===== src/rtl/sum_display.sv =====
// Binary-to-BCD converter for a 0..31 sum (repeated subtract-10) driving a
// two-digit multiplexed 7-segment / one-hot decimal display.
module sum_display #(
  parameter int SCAN_DIV = 4
) (
  input  logic       CLK,
  input  logic       RST,
  input  logic [4:0] Sum,
  input  logic       Load,
  output logic       Busy,
  output logic       Done,
  output logic [3:0] Tens,
  output logic [3:0] Ones,
  output logic [1:0] An,
  output logic [6:0] Seg,
  output logic [9:0] Dec
);

  // state | meaning
  // IDLE  | waiting for Load; Tens/Ones hold the last result
  // CONV  | subtracting 10 from work each cycle until work < 10
  typedef enum logic {IDLE, CONV} state_t;

  localparam logic [15:0] SCAN_LAST = 16'(SCAN_DIV - 1);

  state_t      r_state;
  logic [4:0]  r_work;
  logic [1:0]  r_tcnt;
  logic [15:0] r_scan;

  logic        w_fin;
  logic        w_scan_wrap;
  logic [3:0]  w_tens_nxt;
  logic [3:0]  w_ones_nxt;
  logic [1:0]  w_an_nxt;
  logic [3:0]  w_digit;
  logic        w_blank;
  logic [6:0]  w_seg_nxt;
  logic [9:0]  w_dec_nxt;

  function automatic logic [6:0] seg_code(input logic [3:0] d);
    case (d)
      4'd0:    seg_code = 7'b0111111;
      4'd1:    seg_code = 7'b0000110;
      4'd2:    seg_code = 7'b1011011;
      4'd3:    seg_code = 7'b1001111;
      4'd4:    seg_code = 7'b1100110;
      4'd5:    seg_code = 7'b1101101;
      4'd6:    seg_code = 7'b1111101;
      4'd7:    seg_code = 7'b0000111;
      4'd8:    seg_code = 7'b1111111;
      4'd9:    seg_code = 7'b1101111;
      default: seg_code = 7'b0000000;
    endcase
  endfunction

  // Seg/Dec are decoded from the next-cycle digit values so they update on
  // the same edge as Tens/Ones/An and never show a stale combination.
  always_comb begin
    w_fin       = (r_state == CONV) && (r_work < 5'd10);
    w_tens_nxt  = w_fin ? {2'b00, r_tcnt} : Tens;
    w_ones_nxt  = w_fin ? r_work[3:0] : Ones;
    w_scan_wrap = (r_scan == SCAN_LAST);
    w_an_nxt    = w_scan_wrap ? ~An : An;
    w_digit     = w_an_nxt[1] ? w_tens_nxt : w_ones_nxt;
    w_blank     = w_an_nxt[1] && (w_tens_nxt == 4'd0);
    w_seg_nxt   = w_blank ? 7'b0000000 : seg_code(w_digit);
    w_dec_nxt   = 10'b0;
    if (!w_blank && (w_digit <= 4'd9))
      w_dec_nxt = 10'b1 << w_digit;
  end

  always_ff @(posedge CLK or posedge RST) begin
    if (RST) begin
      r_state <= IDLE;
      r_work  <= 5'd0;
      r_tcnt  <= 2'd0;
      r_scan  <= 16'd0;
      Busy    <= 1'b0;
      Done    <= 1'b0;
      Tens    <= 4'd0;
      Ones    <= 4'd0;
      An      <= 2'b01;
      Seg     <= 7'b0111111;
      Dec     <= 10'b0000000001;
    end else begin
      Done   <= 1'b0;
      r_scan <= w_scan_wrap ? 16'd0 : r_scan + 16'd1;
      An     <= w_an_nxt;
      Seg    <= w_seg_nxt;
      Dec    <= w_dec_nxt;
      Tens   <= w_tens_nxt;
      Ones   <= w_ones_nxt;
      case (r_state)
        IDLE: begin
          if (Load) begin
            r_work  <= Sum;
            r_tcnt  <= 2'd0;
            r_state <= CONV;
            Busy    <= 1'b1;
          end
        end
        CONV: begin
          if (!w_fin) begin
            r_work <= r_work - 5'd10;
            r_tcnt <= r_tcnt + 2'd1;
          end else begin
            Done    <= 1'b1;
            Busy    <= 1'b0;
            r_state <= IDLE;
          end
        end
        default: r_state <= IDLE;
      endcase
    end
  end

endmodule

===== config.mk =====
export PLATFORM = sky130hd
export DESIGN_NAME = sum_display
export DESIGN_NICKNAME = d
export VERILOG_FILES = /design/src/rtl/sum_display.sv
export SDC_FILE = /design/constraint.sdc
export NUM_CORES = 1
export LEC_CHECK = 0
export ABC_AREA = 1
export BUFFER_PORTS_ARGS = -buffer_cell sky130_fd_sc_hd__buf_2
export CAP_MARGIN = 0
export CORE_ASPECT_RATIO = 1.5
export CORE_UTILIZATION = 50
export DETAILED_ROUTE_END_ITERATION = 8
export GPL_TIMING_DRIVEN = 1
export PLACE_DENSITY = 0.71
export SETUP_SLACK_MARGIN = 0.4
export SYNTH_ARGS = -nofsm -noshare
export SYNTH_HDL_FRONTEND = slang
export SYNTH_SLANG_ARGS = --single-unit

===== constraint.sdc =====
create_clock -name CLK -period 3.1 [get_ports CLK]
set_clock_uncertainty 0.2 [all_clocks]
set_input_delay 0.465 -clock CLK [delete_from_list [all_inputs] [get_ports CLK]]
set_output_delay 0.465 -clock CLK [all_outputs]
set_load 0.01 [all_outputs]

# Word level (Yosys, flattened, before mapping)
# Memories as Yosys holds them, arrays and structs flattened.
# Cells that the tools add are included.
# totals
reg_bits	53
latch_bits	0
ramBits	0
rom_bits	112
out_inout_bits	29
wordCells	53
n_memories	1
# memory_table
name	words	width	read_ports	rd_clocked_by_memory_dff	write_ports	line_no	rtl
(no name shown)	16	7	1	0	0	42	case (d)
# op_classes
add_sub_neg	3
multipliers	0
div_mod_pow	0
magnitude_cmp	2
eq_ne	4
n_shift	1
mux	21
bitwise	2
reduce_logical	7
# op_table
op	n
16-bit by 1-bit adder with 16-bit output, second input constant	1
16-bit by 2-bit equality test with 1-bit output, second input constant	1
16-bit two-way mux	1
4-bit two-way mux	3
10-bit two-way mux	1
5-bit two-way mux	2
5-bit one-hot mux with 2 select lines	1
1-bit by 4-bit << shifter with 10-bit output, first input constant	1
7-bit two-way mux	1
1-bit two-way mux	6
2-bit two-way mux	3
5-bit by 4-bit less-than comparator with 1-bit output, second input constant	1
5-bit by 4-bit subtractor with 5-bit output, second input constant	1
4-bit <= comparator, second input constant	1
4-bit zero test	1
2-bit != test, second input constant	2
1-bit one-hot mux with 2 select lines	2
2-bit one-hot mux with 2 select lines	1
2-bit AND reduction	2
1-bit logical AND	3
2-bit by 1-bit adder with 2-bit output, second input constant	1
2-bit by 1-bit != test with 1-bit output, second input constant	1
2-bit NOT	1
1-bit zero test	1
1-bit NOT	1

# Longest topological paths before layout
# Gate-level depths: netlist (run 1).
# depth
depth_word	8
mapped_depth	19
ltp_nobuf	18

# Worst setup path after synthesis (run 1)
# No wires, ideal clock.
# synth_path
path_kind	register to register
from	register r_work[1]
to	register Seg[3]
arrival_time_ps	2028
required_time_ps	2833
setup_slack_ps	805
path_stages_with_launch	17
n_path_buf	1
cell_sequence	dfrtp_1 -> inv_1 -> ha_1 -> inv_1 -> nand2_1 -> nand3_4 -> buf_6 -> nand2_1 -> o21ai_1 -> nand3_1 -> nand2_1 -> inv_1 -> ha_1 -> inv_1 -> nor2_1 -> nor2_1 -> nor2_1
# synth_between
elab_chain_len	6
# synth_rtl
item	line_no	rtl
start, declared	27	logic [4:0] r_work;
start signal, assigned	97	r_work <= Sum;
start signal, assigned	105	r_work <= r_work - 5'd10;
5-bit by 4-bit less-than comparator with 1-bit output *	60	w_fin = (r_state == CONV) && (r_work < 5'd10);
1-bit logical AND *	60	
4-bit two-way mux *	61	w_tens_nxt = w_fin ? {2'b00, r_tcnt} : Tens;
named net w_tens_nxt[0]	33	logic [3:0] w_tens_nxt;
4-bit two-way mux / 4-bit zero test (equally long branches)	65, 66	
memory 16 x 7 bit / 1-bit logical AND (equally long branches)	n/a	
7-bit two-way mux *	67	w_seg_nxt = w_blank ? 7'b0000000 : seg_code(w_digit);
named net w_seg_nxt[3]	38	logic [6:0] w_seg_nxt;
end signal, assigned	90	Seg <= w_seg_nxt;
end, declared	15	output logic [6:0] Seg,
# The timed path passes the listed nets; every way through them passes the cells marked *.
# A chain may end at the register's enable or synchronous reset.

# Final worst setup path (run 1)
# Ends and elaborated chain as after synthesis.

==> results of run 1 <==
[how the worst max path moves through the flow]
stage               cells after the start       from  endpoint  slack, ns
detailed placement                     14  r_work[1]    Seg[3]       0.52
CTS                                    14  r_work[1]    Seg[3]       0.49
global placement                       14  r_work[1]    Seg[3]       0.67
floorplan                              16  r_work[1]    Seg[3]       0.80
finish                                 14  r_work[1]    Seg[3]       0.64
global route                           15  r_work[2]    Seg[6]       0.40
[tightest hold or removal path: cells and delay by family]
kind | cells | cell delay (ns)
buffers and inverters | 1 | 0.07
and+or+nand+nor | 2 | 0.09
[where the power goes]
part,leakage (nW),total (mW),switching (mW),internal [mW]
clock network,0.0681,0.539,0.218,0.321
logic,0.972,1.26,0.820,0.440
registers,0.674,1.01,0.0948,0.919
total,1.71,2.81,1.13,1.68
[area by class of cell]
| cell class | count | area, um2 | share of cell area |
|---|---|---|---|
| Multi-Input combinational cell | 197 | 1070 | 0.352 |
| Sequential cell | 53 | 1340 | 0.439 |
| Timing Repair Buffer | 40 | 213 | 0.0698 |
| Clock inverter | 3 | 65.1 | 0.0214 |
| Inverter | 55 | 209 | 0.0686 |
| Clock buffer | 5 | 68.8 | 0.0226 |
| Tap cell | 66 | 82.6 | 0.0271 |
[registers in the layout, summed over array words and instances (netlist names)]
name,cells
Ones,4
r_scan,16
Dec,10
r_state,1
Busy,1
Seg,7
Done,1
r_work,5
r_tcnt,2
An,2
Tens,4
[timing repair]
action | CTS | global route
gates resized for setup | 0 | 2
hold buffers | 1 | 0
hold endpoints to repair | 10 | 0
buffers inserted | 0 | 2
endpoints found under the setup margin | 0 | 10
[cell usage after synthesis]
cell type	count
nor2_4	2
nand2_4	4
nand3_2	1
o21ai_0	12
nand4_1	3
nand2_2	7
nor2_2	2
a21oi_1	6
o21bai_1	1
nor2_1	49
nor3_2	1
o21ai_4	1
ha_1	9
nand3_4	1
dfstp_2	8
o22ai_1	1
dfrtp_1	45
inv_2	1
o21ai_1	3
a211oi_1	1
inv_4	1
o211ai_1	2
buf_6	2
xor2_1	6
inv_1	53
xnor2_1	3
nand2_1	56
nand3_1	18
nor3_1	5
o21ai_2	2
[cells by family after synthesis]
logic type,count (synthesis),share of synthesized area
AND/OR/NAND/NOR,149,0.263
buffers and inverters,57,0.0882
flip-flops,53,0.509
AO/OA/AOI/OAI,29,0.0668
XOR/XNOR,9,0.0300
adder cells (fa/ha/maj),9,0.0429
[layer usage]
metal  vias up  GRT usage  part of all wire
li1       1033          -                 -
met1       960      0.226              0.41
met2        29      0.358              0.54
met3        10     0.0430             0.026
met4         0     0.0777             0.020
met5         -          0                 0
[per-stage QoR]
step	power, mW	worst slack, ns	cell area (um2)
2_1_floorplan	1.95	0.805	2620
3_3_place_gp	2.22	0.672	2870
3_5_place_dp	2.25	0.515	2870
4_1_cts	2.79	0.489	3020
5_1_grt	3.05	0.404	3050
6_report	2.81	0.636	3050
==> key figures, run 1 <==
Run status
  • Status: complete, no violations

Worst setup path
  • Max incr delay on CP: 0.39 ns
  • Cells along the critical path: inv_1, ha_1, inv_1, nand2_1, nand3_4, o21ai_2, nand3_1, nand2_2, inv_1, ha_1, inv_1, nor2_1, nor2_1, nor2_1
  • Buf+Inv Stages, Crit Path: 4
  • CP max FO: 8
  • Top cell by count, worst path: inv_1
  • Worst Setup Path Type: register to register
  • CP startpoint kind: register
  • Worst R2R End: Seg[3]
  • CP top delay family: simple AND/OR/NAND/NOR gates
  • FF-to-FF path depth: 14
  • R2R Setup Slk: 0.64 ns
  • Required time worst endpoint: 3.14 ns
  • Data arrival, critical path: 2.51 ns
  • Crit path capture type: register
  • R2R Path Start: r_work[1]
  • CP max-delay cell: dfrtp_1

Logic synthesis
  • Mapped Area: 2620 um2
  • Ys Warns: 0
  • Synth Instances: 306
  • Post-synth net total: 323
  • Syn_area_per_cell: 8.57 um2
  • Yosys cell types: 30
  • Top cell type's share of synthesized area: 0.429
  • Top post-synthesis cells by area: dfrtp_1 (43%), dfstp_2 (8.0%), nand2_1 (8.0%), inv_1 (7.6%), nor2_1 (7.0%)
  • Sequential area share after synthesis: 0.509
  • Flop and latch count out of synthesis: 53
  • Top cell type by total area after synthesis: dfrtp_1

Floorplanning
  • Top Ports: 37
  • Starting density of the core: 0.533
  • Die area: 5550 um2
  • Core footprint: 4930 um2
  • Site Rows: 31
  • Die Y: 90.7 um
  • Die W: 61.1 um

Routing
  • TritonRoute pass-1 iters: 4
  • Post-Route WL: 4910 um
  • Drt wl/cell: 11.7 um
  • Routed Antenna Nets: 0
  • Vias per inst: 4.85
  • Residual DRC: 0
  • DR iter-0 viols: 62
  • Via count: 2,032

STA
  • Period utilization: 0.795
  • Min Hold Slack: 0.158 ns
  • Peak Freq: 406 MHz
  • Final setup viols: 0
  • Setup_tns: 0 ns
  • Shortest period the worst path allows: 2.46 ns
  • Max-slew violations: 0
  • Worst slew pin tran: 0.493 ns
  • Rel. slew slack: 0.671
  • Hold Vio Cnt, Final: 0
  • RSZ-0062 raised after global routing: no

Clock tree
  • TritonCTS clock tree: built
  • Clk sinks: 53
  • CTS Root Cell: clkbuf_8
  • Worst-path clk slew: 0.09 ns
  • Maximum clock path buffer count: 2
  • Clock latency at the later pin of the worst-skew pair: 0.30 ns
  • CTS buffer count: 5
  • H-Tree Depth: 2

Place
  • DP Cell Count: 407
  • IO Port Bufs: 36
  • DP HPWL: 3730 um
  • Routability-driven placement congestion ratio: 0.802

Final layout
  • Area growth from synthesis to layout: 16.1%
  • # fillers: 461
  • Layout cells sized above 1: 0.232
  • Post-layout util: 0.618
  • Commonest non-fill, non-tap cells in the layout: nand2_1 (55), inv_1 (52), nor2_1 (49), dfrtp_1 (45), buf_2 (36)
  • Final nets: 369
  • Most common cell after layout, fill and taps aside: nand2_1
  • Diode count: 0
  • Non-filler cells, final: 419

Power and ir drop
  • Leakage Power: 1.71 nW
  • Worst vdd ir: 597 uV
  • Power Dens Cells: 923 nW/um2

Global route
  • First-pass GRT wire length: 8550 um
  • Vias in the first global route: 2,089
  • Initial antenna violation count: 0
  • Global route overflow: 0
  • Pin count of the biggest net entering global routing: 43
  • All-layer global routing usage: 0.203

Min path
  • Hold depth: 3
  • HP Start: Sum[0]
  • HP Class: primary input to register
  • WHS Endpoint: r_work[0]

Run
  • Max-cap violation count: 0
(Power assumes the default switching activity.)
==> run 2, diff against run 1 <==
clock period = 2.36 ns   (was 3.1 ns; I/O delays follow)
==> key figures, run 2 (synthesized netlist as in run 1, its figures left out) <==
Run status
  • Status: complete, no violations

Routing
  • Drt wl/cell: 14.2 um (+21%)
  • Via count: 2,309 (+14%)
  • Vias per inst: 5.05 (+4.2%)
  • DR iter-0 viols: 123 (+98%)
  • Post-Route WL: 6480 um (+32%)
  • Routed Antenna Nets: 0 (unchanged)
  • Residual DRC: 0 (unchanged)
  • TritonRoute pass-1 iters: 5 (+1)

Worst setup path
  • CP startpoint kind: register
  • FF-to-FF path depth: 16 (+2)
  • Worst R2R End: Seg[4]
  • R2R Setup Slk: 0.05 ns (-0.58 ns)
  • R2R Path Start: r_work[2]
  • Data arrival, critical path: 2.35 ns (-0.16 ns)
  • Required time worst endpoint: 2.40 ns (-0.74 ns)
  • Worst Setup Path Type: register to register
  • Crit path capture type: register
  • CP max FO: 7 (-1)
  • Worst setup path start: r_work[2]

Final layout
  • # fillers: 376 (-18%)
  • Top reg by flops: r_scan
  • Diode count: 0 (unchanged)
  • Final nets: 407 (+10%)
  • Area growth from synthesis to layout: 34.7%
  • Final instance area: 3530 um2 (+16%)
  • Top flop regs: r_scan (16), Dec (10), Seg (7)
  • Layout cells sized above 1: 0.414 (+0.182)
  • Commonest non-fill, non-tap cells in the layout: nand2_1 (47), inv_1 (46), dfrtp_1 (42), buf_4 (39), nor2_1 (37)
  • Max FFs per register: 16 (unchanged)
  • Post-layout util: 0.718 (+0.0991)
  • Most common cell after layout, fill and taps aside: nand2_1

Floorplanning
  • Die W: 61.1 um (unchanged)
  • Die Y: 90.7 um (unchanged)
  • Starting density of the core: 0.533 (unchanged)
  • Core footprint: 4930 um2 (unchanged)
  • Top Ports: 37 (unchanged)
  • Die area: 5550 um2 (unchanged)
  • Site Rows: 31 (unchanged)

Global route
  • Met1 Use GR: 0.264 (+0.0387)
  • Met2 Usage GRT: 0.411 (+0.0534)
  • Pin count of the biggest net entering global routing: 25 (-42%)
  • Grt met3 use: 0.0430 (unchanged)
  • Global route overflow: 0 (unchanged)
  • Vias in the first global route: 2,224 (+6.5%)
  • First-pass GRT wire length: 9800 um (+15%)
  • All-layer global routing usage: 0.238 (+0.0356)
  • Initial antenna violation count: 0 (unchanged)
  • Gr busiest metal: met2

STA
  • Hold Vio Cnt, Final: 0 (unchanged)
  • Period utilization: 0.977 (+0.182)
  • Final setup viols: 0 (unchanged)
  • Setup ws final: 0.0542 ns (-0.581 ns)
  • Setup_tns: 0 ns (unchanged)
  • Max-slew violations: 0 (unchanged)
  • Peak Freq: 434 MHz (+6.9%)
  • Min Hold Slack: 0.0330 ns (-0.125 ns)
  • RSZ-0062 raised after global routing: yes
  • Rel. slew slack: 0.673 (+0.00177)
  • Worst slew pin tran: 0.490 ns (-0.00336 ns)
  • Shortest period the worst path allows: 2.31 ns (-0.159 ns)

Clock tree
  • H-Tree Depth: 2 (unchanged)
  • Clock latency at the later pin of the worst-skew pair: 0.32 ns (+0.02 ns)
  • Worst-path clk slew: 0.09 ns (about the same)
  • Clk sinks: 53 (unchanged)
  • TritonCTS clock tree: built
  • CTS buffer count: 5 (unchanged)
  • CTS Root Cell: clkbuf_8
  • Maximum clock path buffer count: 2 (unchanged)

Place
  • DP Area: 2920 um2 (+1.8%)
  • DP HPWL: 3760 um (+0.80%)
  • Routability-driven placement congestion ratio: 0.843 (+5.1%)
  • Post-Place Worst Slack: 0.0153 ns (-0.500 ns)
  • IO Port Bufs: 36 (unchanged)

Min path
  • HP Class: primary input to register
  • WHS Endpoint: r_work[0]
  • Hold depth: 3 (unchanged)
  • HP Start: Sum[0]

Power and ir drop
  • Leakage Power: 1.90 nW (+11%)
  • Worst vdd ir: 1010 uV (+69%)
  • Power Dens Cells: 1240 nW/um2 (+34%)

Run
  • Max-cap violation count: 0 (unchanged)
## run 2: cell count changes in the layout (fill, tap and decap cells not counted), moves of 5 or more
cell and change:
nand2_1 -8, ha_1 -6, buf_4 +36, nor2_1 -12
nand3_1 -5, inv_1 -6, nor2_2 +9
## run 2: cell type report
type | instances | area [um2] | share of cell area
clock buffers | 6 | 72.6 | 0.0205
inverters | 55 | 214 | 0.0605
well taps | 66 | 82.6 | 0.0234
repair buffers | 78 | 505 | 0.143
flip-flops and latches | 53 | 1340 | 0.379
multi-input cells | 197 | 1280 | 0.362
clock inverters | 2 | 38.8 | 0.0110
## run 2: power breakdown
part | switching [mW] | internal, mW | total, mW
Clock | 0.311 | 0.319 | 0.630
Sequential | 0.143 | 1.21 | 1.35
Combinational | 1.42 | 0.970 | 2.39
Total | 1.87 | 2.50 | 4.37
## run 2: timing repair
item                                    in CTS  in global routing
gates cloned                                 1                  0
hold endpoints to repair                    20                  0
hold buffers                                 1                  0
pin swaps                                   10                 25
endpoints found under the setup margin      18                 23
gates resized for setup                     26                 28
buffers inserted                            19                 18
## run 2: layer usage
layer	wire length (um)	up-vias
met5	0	-
met4	225	0
met3	178	19
met2	3640	50
met1	2440	1130
li1	-	1110
## run 2: stage by stage
stage	std cells	total power, mW
floorplan	306	2.62
global placement	410	3.00
detailed placement	410	3.02
CTS	439	4.00
global route	457	4.68
finish	457	4.37
## run 2: worst max-delay path by stage
stage / to / slack (ns) / cells after the start
floorplan: Seg[3] / 0.23 / 17
global route: Seg[4] / -0.07 / 16
CTS: Seg[3] / 0.21 / 15
detailed placement: Seg[3] / 0.02 / 14
global placement: Seg[3] / 0.03 / 14
finish: Seg[4] / 0.05 / 16
## run 2: worst max-delay path, cell delays in order, from the launching register on
cell,delay (ns)
dfrtp_1,0.41
inv_2,0.09
ha_4,0.13
inv_2,0.04
nand2_4,0.08
nand3_4,0.14
o21ai_4,0.25
nand3_4,0.13
nand2_8,0.12
inv_4,0.04
ha_2,0.17
inv_1,0.09
nand2_1,0.09
nand2_1,0.09
nand2_1,0.05
nand2_1,0.06
nor2_1,0.04
